$ cat src/rtl/mips_pkg.sv
// Shared definitions for the SingleCycleClockMIPS result-capture slice.
//   - Default widths and depth used by the capture block and its FIFO.
//   - Entry layout: {seq[SEQ_W-1:0], data[DATA_W-1:0]}, seq in the upper bits.
//   - sig_step(): one step of the running signature (rotate left by 1, then XOR).
package mips_pkg;

  localparam int DEF_DATA_W = 32;
  localparam int DEF_SEQ_W  = 16;
  localparam int DEF_DEPTH  = 16;
  localparam int DROP_W     = 16;

  // Entry layout at the default widths; seq sits above data.
  typedef struct packed {
    logic [DEF_SEQ_W-1:0]  seq;
    logic [DEF_DATA_W-1:0] data;
  } entry_t;

  // One signature step: rotate the old signature left by one bit, fold in data.
  function automatic logic [DEF_DATA_W-1:0] sig_step(
    input logic [DEF_DATA_W-1:0] sig,
    input logic [DEF_DATA_W-1:0] data
  );
    sig_step = {sig[DEF_DATA_W-2:0], sig[DEF_DATA_W-1]} ^ data;
  endfunction

endpackage

$ cat src/rtl/mips_result_capture_if.sv
// Bundle of the capture block's data-path signals.
//   master : the side that drives the Result bus and the drain handshake
//            (processor + consumer, or a bench).
//   slave  : the capture block itself.
// Signals:
//   result_in  - processor Result bus         run_en     - capture enable
//   out_ready  - consumer accepts head entry  out_valid  - head entry present
//   out_data   - head entry data              out_seq    - head entry sequence tag
//   count      - FIFO occupancy 0..DEPTH      full       - count == DEPTH
//   drop_count - events lost while full       signature  - running signature
interface mips_result_capture_if #(
  parameter int DATA_W = 32,
  parameter int SEQ_W  = 16,
  parameter int DEPTH  = 16
);
  localparam int CNT_W = $clog2(DEPTH) + 1;

  logic [DATA_W-1:0] result_in;
  logic              run_en;
  logic              out_ready;
  logic              out_valid;
  logic [DATA_W-1:0] out_data;
  logic [SEQ_W-1:0]  out_seq;
  logic [CNT_W-1:0]  count;
  logic              full;
  logic [15:0]       drop_count;
  logic [DATA_W-1:0] signature;

  modport master (
    output result_in, run_en, out_ready,
    input  out_valid, out_data, out_seq, count, full, drop_count, signature
  );

  modport slave (
    input  result_in, run_en, out_ready,
    output out_valid, out_data, out_seq, count, full, drop_count, signature
  );

endinterface

$ cat src/rtl/mips_result_capture_fifo.sv
// sync_fifo_sa: synchronous show-ahead FIFO.
// The head entry is presented on rdata straight from the read pointer, so a
// consumer sees it in the same cycle it becomes the oldest entry.
// Ports:
//   clk, rst   - clock, asynchronous active-high reset
//   push/wdata - write request and data (ignored when full without a pop)
//   pop        - remove head (ignored when empty)
//   rdata      - head entry (only meaningful while !empty)
//   count      - occupancy 0..DEPTH; full/empty derived from it
module sync_fifo_sa #(
  parameter int WIDTH = 48,
  parameter int DEPTH = 16
) (
  input  logic                     clk,
  input  logic                     rst,
  input  logic                     push,
  input  logic                     pop,
  input  logic [WIDTH-1:0]         wdata,
  output logic [WIDTH-1:0]         rdata,
  output logic [$clog2(DEPTH):0]   count,
  output logic                     full,
  output logic                     empty
);
  localparam int PTR_W = $clog2(DEPTH);
  localparam int CNT_W = PTR_W + 1;

  logic [WIDTH-1:0] mem_q [DEPTH];
  logic [PTR_W-1:0] wr_ptr_q, wr_ptr_d;
  logic [PTR_W-1:0] rd_ptr_q, rd_ptr_d;
  logic [CNT_W-1:0] count_q, count_d;
  logic             push_ok_s;
  logic             pop_ok_s;
  logic             full_s;
  logic             empty_s;

  assign full_s    = (count_q == CNT_W'(DEPTH));
  assign empty_s   = (count_q == {CNT_W{1'b0}});
  assign pop_ok_s  = pop & ~empty_s;
  // A full FIFO still takes a write when the head leaves in the same cycle.
  assign push_ok_s = push & (~full_s | pop_ok_s);

  // Next-state for pointers and occupancy.
  always_comb begin
    wr_ptr_d = wr_ptr_q;
    rd_ptr_d = rd_ptr_q;
    count_d  = count_q;
    if (push_ok_s) begin
      wr_ptr_d = wr_ptr_q + PTR_W'(1);
    end else begin
      wr_ptr_d = wr_ptr_q;
    end
    if (pop_ok_s) begin
      rd_ptr_d = rd_ptr_q + PTR_W'(1);
    end else begin
      rd_ptr_d = rd_ptr_q;
    end
    case ({push_ok_s, pop_ok_s})
      2'b10:   count_d = count_q + CNT_W'(1);
      2'b01:   count_d = count_q - CNT_W'(1);
      default: count_d = count_q;
    endcase
  end

  // Control registers; reset empties the FIFO regardless of memory contents.
  always_ff @(posedge clk or posedge rst) begin
    if (rst) begin
      wr_ptr_q <= {PTR_W{1'b0}};
      rd_ptr_q <= {PTR_W{1'b0}};
      count_q  <= {CNT_W{1'b0}};
    end else begin
      wr_ptr_q <= wr_ptr_d;
      rd_ptr_q <= rd_ptr_d;
      count_q  <= count_d;
    end
  end

  // Storage array; not reset because stale words are never read while empty.
  always_ff @(posedge clk) begin
    if (push_ok_s) begin
      mem_q[wr_ptr_q] <= wdata;
    end
  end

  assign rdata = mem_q[rd_ptr_q];
  assign count = count_q;
  assign full  = full_s;
  assign empty = empty_s;

endmodule

$ cat src/rtl/mips_result_capture.sv
// mips_result_capture: observer on the SingleCycleClockMIPS Result bus.
// Captures each change of result_in (and the first sample after reset) while
// run_en is high, tags it with a sequence number and queues {seq, data} in a
// show-ahead FIFO drained by out_valid/out_ready. Also keeps a saturating
// count of events lost to a full FIFO and a rotate/XOR signature of every
// accepted event.
// Ports:
//   CLK - rising-edge clock
//   RST - asynchronous active-high reset; clears all state including the FIFO
//   bus - mips_result_capture_if.slave (result_in, run_en, out_ready in;
//         out_valid, out_data, out_seq, count, full, drop_count, signature out)
module mips_result_capture
  import mips_pkg::*;
#(
  parameter int DATA_W = 32,
  parameter int DEPTH  = 16,
  parameter int SEQ_W  = 16
) (
  input  logic                  CLK,
  input  logic                  RST,
  mips_result_capture_if.slave  bus
);
  localparam int CNT_W   = $clog2(DEPTH) + 1;
  localparam int ENTRY_W = SEQ_W + DATA_W;

  logic [DATA_W-1:0]  prev_q, prev_d;
  logic               seen_first_q, seen_first_d;
  logic [SEQ_W-1:0]   seq_q, seq_d;
  logic [DROP_W-1:0]  drop_q, drop_d;
  logic [DATA_W-1:0]  sig_q, sig_d;
  logic [DATA_W-1:0]  sig_step_s;

  logic               event_s;
  logic               push_s;
  logic               pop_s;
  logic               drop_s;
  logic [ENTRY_W-1:0] fifo_wdata_s;
  logic [ENTRY_W-1:0] fifo_rdata_s;
  logic [CNT_W-1:0]   fifo_count_s;
  logic               fifo_full_s;
  logic               fifo_empty_s;

  // The very first enabled sample is always an event, even if it equals the
  // reset value of prev_q.
  assign event_s = bus.run_en & (~seen_first_q | (bus.result_in != prev_q));
  assign pop_s   = ~fifo_empty_s & bus.out_ready;
  assign push_s  = event_s & (~fifo_full_s | pop_s);
  assign drop_s  = event_s & ~push_s;

  assign fifo_wdata_s = {seq_q, bus.result_in};

  // Use the shared package step at the default width so the signature
  // definition lives in one place; other widths use the same formula inline.
  generate
    if (DATA_W == DEF_DATA_W) begin : g_sig_pkg
      assign sig_step_s = sig_step(sig_q, bus.result_in);
    end else begin : g_sig_gen
      assign sig_step_s = {sig_q[DATA_W-2:0], sig_q[DATA_W-1]} ^ bus.result_in;
    end
  endgenerate

  // Next-state for sampler, sequence tag, drop counter and signature.
  always_comb begin
    prev_d       = prev_q;
    seen_first_d = seen_first_q;
    seq_d        = seq_q;
    drop_d       = drop_q;
    sig_d        = sig_q;
    if (bus.run_en) begin
      prev_d       = bus.result_in;
      seen_first_d = 1'b1;
    end else begin
      prev_d       = prev_q;
      seen_first_d = seen_first_q;
    end
    // Dropped events still consume a tag so gaps in seq reveal losses.
    if (event_s) begin
      seq_d = seq_q + SEQ_W'(1);
    end else begin
      seq_d = seq_q;
    end
    if (drop_s && (drop_q != 16'hFFFF)) begin
      drop_d = drop_q + 16'd1;
    end else begin
      drop_d = drop_q;
    end
    if (push_s) begin
      sig_d = sig_step_s;
    end else begin
      sig_d = sig_q;
    end
  end

  // Capture-side state registers.
  always_ff @(posedge CLK or posedge RST) begin
    if (RST) begin
      prev_q       <= {DATA_W{1'b0}};
      seen_first_q <= 1'b0;
      seq_q        <= {SEQ_W{1'b0}};
      drop_q       <= {DROP_W{1'b0}};
      sig_q        <= {DATA_W{1'b0}};
    end else begin
      prev_q       <= prev_d;
      seen_first_q <= seen_first_d;
      seq_q        <= seq_d;
      drop_q       <= drop_d;
      sig_q        <= sig_d;
    end
  end

  sync_fifo_sa #(
    .WIDTH (ENTRY_W),
    .DEPTH (DEPTH)
  ) u_fifo (
    .clk   (CLK),
    .rst   (RST),
    .push  (push_s),
    .pop   (pop_s),
    .wdata (fifo_wdata_s),
    .rdata (fifo_rdata_s),
    .count (fifo_count_s),
    .full  (fifo_full_s),
    .empty (fifo_empty_s)
  );

  // Head fields are forced to zero while empty so reset shows clean outputs
  // even though the storage array itself is not cleared.
  assign bus.out_valid  = ~fifo_empty_s;
  assign bus.out_data   = fifo_empty_s ? {DATA_W{1'b0}} : fifo_rdata_s[DATA_W-1:0];
  assign bus.out_seq    = fifo_empty_s ? {SEQ_W{1'b0}}  : fifo_rdata_s[ENTRY_W-1:DATA_W];
  assign bus.count      = fifo_count_s;
  assign bus.full       = fifo_full_s;
  assign bus.drop_count = drop_q;
  assign bus.signature  = sig_q;

endmodule

$ cat src/flat_wrapper.sv
// flat-port wrapper written by rule: the top's interface ports become plain ports
module mips_result_capture_flat import mips_pkg::*;
#(
  parameter int DATA_W = 32,
  parameter int DEPTH  = 16,
  parameter int SEQ_W  = 16
)
  (CLK, RST, bus_result_in, bus_run_en, bus_out_ready, bus_out_valid, bus_out_data, bus_out_seq, bus_count, bus_full, bus_drop_count, bus_signature);
  mips_result_capture_if #(.DATA_W(DATA_W), .SEQ_W(SEQ_W), .DEPTH(DEPTH)) bus_i ();
  input  logic CLK;
  input  logic RST;
  input wire logic [$bits(bus_i.result_in)-1:0] bus_result_in;
  input wire logic [$bits(bus_i.run_en)-1:0] bus_run_en;
  input wire logic [$bits(bus_i.out_ready)-1:0] bus_out_ready;
  output wire logic [$bits(bus_i.out_valid)-1:0] bus_out_valid;
  output wire logic [$bits(bus_i.out_data)-1:0] bus_out_data;
  output wire logic [$bits(bus_i.out_seq)-1:0] bus_out_seq;
  output wire logic [$bits(bus_i.count)-1:0] bus_count;
  output wire logic [$bits(bus_i.full)-1:0] bus_full;
  output wire logic [$bits(bus_i.drop_count)-1:0] bus_drop_count;
  output wire logic [$bits(bus_i.signature)-1:0] bus_signature;
  assign bus_i.result_in = bus_result_in;
  assign bus_i.run_en = bus_run_en;
  assign bus_i.out_ready = bus_out_ready;
  assign bus_out_valid = bus_i.out_valid;
  assign bus_out_data = bus_i.out_data;
  assign bus_out_seq = bus_i.out_seq;
  assign bus_count = bus_i.count;
  assign bus_full = bus_i.full;
  assign bus_drop_count = bus_i.drop_count;
  assign bus_signature = bus_i.signature;
  mips_result_capture #(.DATA_W(DATA_W), .DEPTH(DEPTH), .SEQ_W(SEQ_W)) u_core (.CLK(CLK), .RST(RST), .bus(bus_i));
endmodule
$ cat config.mk
export PLATFORM = sky130hd
export DESIGN_NAME = mips_result_capture_flat
export DESIGN_NICKNAME = d
export VERILOG_FILES = /design/src/rtl/mips_pkg.sv /design/src/rtl/mips_result_capture_if.sv /design/src/rtl/mips_result_capture_fifo.sv /design/src/rtl/mips_result_capture.sv /design/src/flat_wrapper.sv
export SDC_FILE = /design/constraint.sdc
export NUM_CORES = 1
export LEC_CHECK = 0
export CORE_UTILIZATION = 45
export CTS_BUF_LIST = sky130_fd_sc_hd__clkbuf_4
export CTS_CLUSTER_SIZE = 20
export DETAILED_ROUTE_END_ITERATION = 7
export PLACE_DENSITY = 0.72
export SLEW_MARGIN = 30
export SYNTH_ARGS = -nofsm -noshare
export SYNTH_HDL_FRONTEND = slang
export SYNTH_SLANG_ARGS = --single-unit
export TNS_END_PERCENT = 1
$ cat constraint.sdc
create_clock -name CLK -period 13.71 [get_ports CLK]
set_input_delay 2.0565 -clock CLK [delete_from_list [all_inputs] [get_ports CLK]]
set_output_delay 2.0565 -clock CLK [all_outputs]
set_load 0.005 [all_outputs]
==> results of run 1 <==
==> synth_stat cells (all sizes together), types with 2 or more instances <==
library cell,count,area (µm²)
ha,11,138
xnor2,61,534
a21oi,2,10.0
mux4,240,5620
and4,2,17.5
edfxtp,768,23100
a31oi,2,42.5
nor2,21,78.8
nand2b,11,68.8
nand2,35,134
and3,5,31.3
o21ai,6,30.0
nand4,22,138
nand3,27,135
xor2,41,359
dfrtp,110,2750
buf,33,385
inv,13,48.8
and2,51,319
nor4,6,65.1
mux2,67,754
nor3,15,75.1
clkbuf,43,161
==> cell type report <==
| type | count | area (µm²) | share of cell area, % |
|---|---|---|---|
| multi-input cells | 638 | 8770 | 21.7 |
| repair buffers | 187 | 1860 | 4.60 |
| inverters | 13 | 53.8 | 0.133 |
| diodes | 2 | 5.00 | 0.0124 |
| clock inverters | 56 | 340 | 0.841 |
| well taps | 1040 | 1300 | 3.21 |
| flip-flops and latches | 878 | 25800 | 63.8 |
| clock buffers | 309 | 2320 | 5.73 |
==> power by group <==
part | switching [mW] | internal, mW | leakage (nW)
Combinational | 1.07 | 1.35 | 3.64
Clock | 1.01 | 1.09 | 1.56
Sequential | 0.283 | 3.28 | 8.25
==> stage by stage <==
step                      hold WS, ns  utilization, %  instances  worst slack (ns)  total power, mW
final                           0.500            52.3       3123              6.38             8.08
after global routing            0.516            52.3       3123              6.00             8.46
after CTS                       0.500            52.3       3120              6.20             8.17
after detailed placement        0.487            48.9       2755              6.74             6.07
after global placement          0.473            48.7       2751              6.84             6.00
after floorplan                 0.458               -       1605              6.98             5.06
==> path summary, 6_finish.rpt <==
kind,endpoint,start,cells after the start,slack (ns)
setup / recovery,bus_out_data[15],u_core.u_fifo.rd_ptr_q[0],8,6.38
hold / removal,u_core.bus.drop_count[7],u_core.bus.drop_count[7],1,0.50
hold reg to reg,u_core.bus.drop_count[7],u_core.bus.drop_count[7],1,0.50
max in group asynchronous,u_core.prev_q[9],RST,3,11.19
setup reg to reg,u_core.u_fifo.count[4],u_core.prev_q[0],16,9.37
min in group asynchronous,u_core.u_fifo.count[1],RST,2,1.40
==> per-layer routing <==
metal	track usage (%)	up-vias	share of wire [%]	routed length, µm
met4	7.78	2	2.6	2000
met3	4.90	140	7.4	5800
met2	32.3	781	49	38100
met5	0	-	0.014	11
li1	-	7422	-	-
met1	27.4	9289	41	32100
==> kinds of logic (layout without fill, tap and decap cells) <==
| logic type | count (synthesis) | after routing | synth area share, % |
|---|---|---|---|
| other | 0 | 2 | 0 |
| multiplexers | 308 | 308 | 18.2 |
| AND/OR/NAND/NOR | 197 | 197 | 3.07 |
| XOR/XNOR | 102 | 102 | 2.55 |
| AO/OA/AOI/OAI | 20 | 20 | 0.471 |
| flip-flops | 878 | 878 | 73.6 |
| buffers and inverters | 89 | 565 | 1.70 |
| adder cells (fa/ha/maj) | 11 | 11 | 0.392 |
==> state kept, by name, indices dropped and copies added, names as in the netlist <==
name / count
u_core.bus.signature: 32
u_core.bus.drop_count: 16
u_core.seq_q: 16
u_core.u_fifo.wr_ptr_q: 4
u_core.seen_first_q: 1
u_core.u_fifo.count: 5
u_core.u_fifo.mem_q: 768
u_core.prev_q: 32
u_core.u_fifo.rd_ptr_q: 4
==> results by group, run 1 <==
Final layout
  • Commonest non-fill, non-tap cell in the layout: edfxtp_1
  • Syn-to-layout area delta: 15.4%
  • Most frequent cells in the layout: 768 x edfxtp_1, 309 x clkbuf_4, 182 x mux4_2
  • Post-route cell area: between 0.04 and 0.05 mm²
  • Nets: 1,973
  • Fraction of layout cells with a size suffix above 1: 29.8%
  • Fill cells: ~6,000

Clocking
  • Clock transition at path regs: 0.07 ns
  • H-tree depth: 4
  • Postcts setup bufs: 0
  • TritonCTS clock tree: yes
  • CTS root buffer: clkbuf_4
  • Clk sinks: 878
  • Worst-Skew Late Latency: 1.05 ns
  • Max Buffers Root-to-Sink: 3
  • Hold Buf Count CTS: 0
  • CTS buffer count: 208
  • Post-CTS sizing: 0

Routing
  • Pre-antenna DRT Iters: 5
  • Detailed Route Iter0 Violations: 1,690
  • Remaining routing DRC violations: 0
  • Post-DR vias/cell: 5.65
  • Remaining antenna violation count: 0
  • Via count: 17,600
  • WL final: approximately 78,000 µm
  • Wire per inst: between 20 and 25 µm

Power
  • Leak pwr: 13.5 nW
  • Worst ir drop on vdd: 141 µV
  • Power per cell area: around 200 mW/mm²

Timing
  • Period minus WS final: 7.33 ns
  • Skew final: 0.0607 ns
  • Max_slew headroom: between 30% and 40%
  • Fin. max-slew vios: 0
  • Worst-margin pin slew: 0.988 ns
  • Final Hold Vio Count: 0
  • Setup TNS: 0 ns
  • Max Clk Rate: 136 MHz
  • Final setup violation count: 0
  • RSZ-0062 raised after global routing: no
  • Period utilisation layout: between 50% and 60%

Synthesis
  • Mapped Area: approximately 0.035 mm²
  • Post-Syn Area per Cell: roughly 22 µm²
  • Cells after Synth: 1,605
  • Synth warn: 0
  • Syn_nets: roughly 1,700
  • Ys flop type: edfxtp_1
  • Post-synth cell types: 45
  • Asr flop ratio synth: 12.5%
  • Post-synth EDFFs: around 770
  • Synthesized flop and latch total: 878
  • Register area share after synthesis: 73.6%

Critical path
  • Startpoint Class: flop
  • CP max stage delay: 0.81 ns
  • Crit path buf inv count: 5
  • Worst-path cell chain: buf_12 > buf_16 > buf_4 > buf_16 > mux4_1 > mux4_2 > and2_1 > clkdlybuf4s50_1
  • Slowest CP cell: dfrtp_4
  • Top delay family on crit path: buffers and inverters
  • WS Path Type: reg -> out
  • CP Capture Type: output port
  • Arrival time at the worst endpoint: between 5 and 6 ns
  • Cell repeated most along the worst path: buf_16
  • Worst path required time: 11.65 ns
  • Crit Path Max Fanout: 74

Flow run
  • Maxcap violations: 0

Global routing
  • GR Util All Layers: about a fifth
  • Grt total ovfl: 0
  • First-pass GRT wire length: 117,000 µm
  • Initial antenna violation count: 3
  • Largest net degree at the start of global routing: 119
  • Vias in the first global route: 18,700

Floorplan
  • Core area: 0.0773 mm²
  • Die footprint: between 0.07 and 0.08 mm²
  • Die span in y: approximately 280 µm
  • Initial Util: 45.3%
  • Die outline width: around 280 µm
  • Row count: slightly above 100
  • I/O pins: 139

Place
  • Gpl congestion: 0.842
  • Area after DPL: 0.0378 mm²
  • Detailed Place HPWL: 42,600 µm
  • Port bufs: 138

Outcome
  • Status: complete, no violations

Min path
  • Hold Crit Class: reg -> reg
No activity file was read; power rests on OpenSTA's default activity.
==> run 2: changes to the inputs <==
- clock period: 13.71 -> 7.6 ns (I/O delays scaled with it)
==> results by group, run 2 (same netlist as run 1, synthesis figures left out) <==
Clocking
  • Clk sinks: 878 (unchanged)
  • Clock transition at path regs: 0.06 ns (about the same)
  • TritonCTS clock tree: yes
  • CTS root buffer: clkbuf_4
  • Post-CTS sizing: 0 (unchanged)
  • Hold Buf Count CTS: 0 (unchanged)
  • CTS buffer count: 212 (+1.9%)
  • Postcts setup bufs: 0 (unchanged)
  • Worst-Skew Late Latency: 1.05 ns (about the same)
  • Max Buffers Root-to-Sink: 3 (unchanged)
  • H-tree depth: 4 (unchanged)

Final layout
  • Most frequent cells in the layout: 768 x edfxtp_1, 318 x clkbuf_4, 182 x mux4_2
  • Commonest non-fill, non-tap cell in the layout: edfxtp_1
  • Area taken by flip-flops and latches: 0.0258 mm² (unchanged)
  • Multi-input gate area: 0.00877 mm² (unchanged)
  • Final Non-Filler Cells: 3,171 (+1.5%)
  • Largest register FFs: 768 (unchanged)
  • Top reg by flops: u_core.u_fifo.mem_q
  • Fill cells: 6,002 (-0.94%)
  • Nets: 1,995 (+1.1%)
  • Syn-to-layout area delta: 16.4%
  • Fraction of layout cells with a size suffix above 1: 30.5% (+0.74 points)

Critical path
  • WS Path Type: reg -> out
  • CP max stage delay: 1.02 ns (+0.21 ns)
  • Slowest CP cell: dfrtp_4
  • CP Capture Type: output port
  • Worst-path cell chain: buf_4 > mux4_1 > mux4_2 > and2_1 > clkdlybuf4s50_1
  • Worst path required time: 6.46 ns (-5.19 ns)
  • Arrival time at the worst endpoint: 4.37 ns (-0.90 ns)
  • Startpoint Class: flop
  • Crit path buf inv count: 2 (-3)
  • Crit Path Max Fanout: 58 (-22%)
  • Top delay family on crit path: buffers and inverters

Routing
  • Wire per inst: 24.1 µm (-3.4%)
  • Remaining routing DRC violations: 1 (+1)
  • Detailed Route Iter0 Violations: 1,644 (-2.7%)
  • Via count: 17,600 (-0.062%)
  • WL final: 76,500 µm (-1.9%)
  • Post-DR vias/cell: 5.56 (-1.6%)
  • Remaining antenna violation count: 0 (unchanged)
  • Pre-antenna DRT Iters: 8 (+3)

Outcome
  • Status: complete, but fails checks
  • Failing checks: DRC

Power
  • Comb pwr share: 30.0% (about the same)
  • Clk pwr share: 26.1% (+0.2 points)
  • Internal power: 10.3 mW (+80%)
  • Net Sw Power: 4.27 mW (+81%)
  • Power per cell area: 357 mW/mm² (+79%)
  • Overall power: 14.6 mW (+81%)
  • Sequential share of power: 43.9% (-0.2 points)
  • Worst ir drop on vdd: 445 µV (+220%)
  • Leak pwr: 13.7 nW (+1.6%)
  • Sw frac: 29.3% (+0.058 points)

Timing
  • Max Clk Rate: about 180 MHz
  • Period minus WS final: 5.51 ns
  • Final setup violation count: 0 (unchanged)
  • Period utilisation layout: 72.6%
  • Max_slew headroom: 34.8% (+0.82 points)
  • Final Hold Vio Count: 0 (unchanged)
  • Setup TNS: 0 ns (unchanged)
  • Skew final: 0.0793 ns (+0.0186 ns)
  • Worst-margin pin slew: 0.978 ns (-0.0100 ns)
  • Fin. max-slew vios: 0 (unchanged)
  • RSZ-0062 raised after global routing: no
  • Min Hold Slack: 0.504 ns (+0.00408 ns)

Global routing
  • Largest net degree at the start of global routing: 100 (-16%)
  • Grt total ovfl: 0 (unchanged)
  • Initial antenna violation count: 3 (unchanged)
  • GR Util All Layers: 20.0% (-0.40 points)
  • First-pass GRT wire length: 115,000 µm (-1.1%)
  • Vias in the first global route: 18,500 (-1.3%)

Place
  • Cells after DPL: 2,773 (+0.65%)
  • Port bufs: 138 (unchanged)
  • Detailed Place HPWL: 45,000 µm (+5.7%)
  • Gpl congestion: 0.843 (about the same)

Floorplan
  • Row count: 102 (unchanged)
  • Die span in y: 281 µm (unchanged)
  • Core area: 0.0773 mm² (unchanged)
  • Die outline width: 281 µm (unchanged)
  • Die footprint: 0.0791 mm² (unchanged)
  • I/O pins: 139 (unchanged)
  • Initial Util: 45.3% (unchanged)

Flow run
  • Maxcap violations: 0 (unchanged)

Min path
  • Hold Crit Class: reg -> reg
run 2: cell count changes in the layout (fill, tap and decap cells not counted), moves of 4 or more:
cell,previous run,this run
clkinv_1,39,57
buf_4,43,52
clkbuf_4,309,318
clkinv_2,2,7
clkinv_4,1,6
buf_8,0,4
inv_6,6,2
run 2: power by group through the flow:
stage	Sequential, mW	Combinational (mW)	Clock (mW)
2_1_floorplan	6.26	2.86	0
3_3_place_gp	6.48	4.37	0
3_5_place_dp	6.51	4.46	0
4_1_cts	6.41	4.48	3.90
5_1_grt	6.48	4.68	4.15
6_report	6.41	4.38	3.81
run 2: per-stage QoR:
stage          util (%)  worst slack (ns)  area, µm²
2_1_floorplan         -              1.79      35100
5_1_grt            52.8              1.87      40800
3_5_place_dp       49.2              2.19      38000
4_1_cts            52.8              1.95      40800
3_3_place_gp       48.9              2.28      37800
6_report           52.8              2.09      40800
run 2: cell type report:
cell class                 instances  share of cell area (%)
antenna                            2                  0.0123
multi-input combinational        638                    21.5
sequential                       878                    63.3
inverter                          13                   0.132
clock buffer                     318                    5.85
clock inverter                    77                   0.925
tap                             1040                    3.19
timing repair buffer             205                    5.16
run 2: layer usage:
metal  track usage [%]  routed length, µm
met2              32.5              38500
met4              7.31               1750
met3              4.32               4650
met1              26.5              31600
met5                 0                  0
run 2: worst paths after layout:
check	from	endpoint	slack, ns	cells after the start
min	u_core.bus.drop_count[4]	u_core.bus.drop_count[4]	0.50	1
max reg2reg	u_core.prev_q[5]	u_core.u_fifo.count[4]	3.94	15
max	u_core.u_fifo.rd_ptr_q[1]	bus_out_data[0]	2.09	5
min reg2reg	u_core.bus.drop_count[4]	u_core.bus.drop_count[4]	0.50	1
min in group asynchronous	RST	u_core.bus.signature[16]	0.53	2
max in group asynchronous	RST	u_core.u_fifo.rd_ptr_q[1]	5.69	3
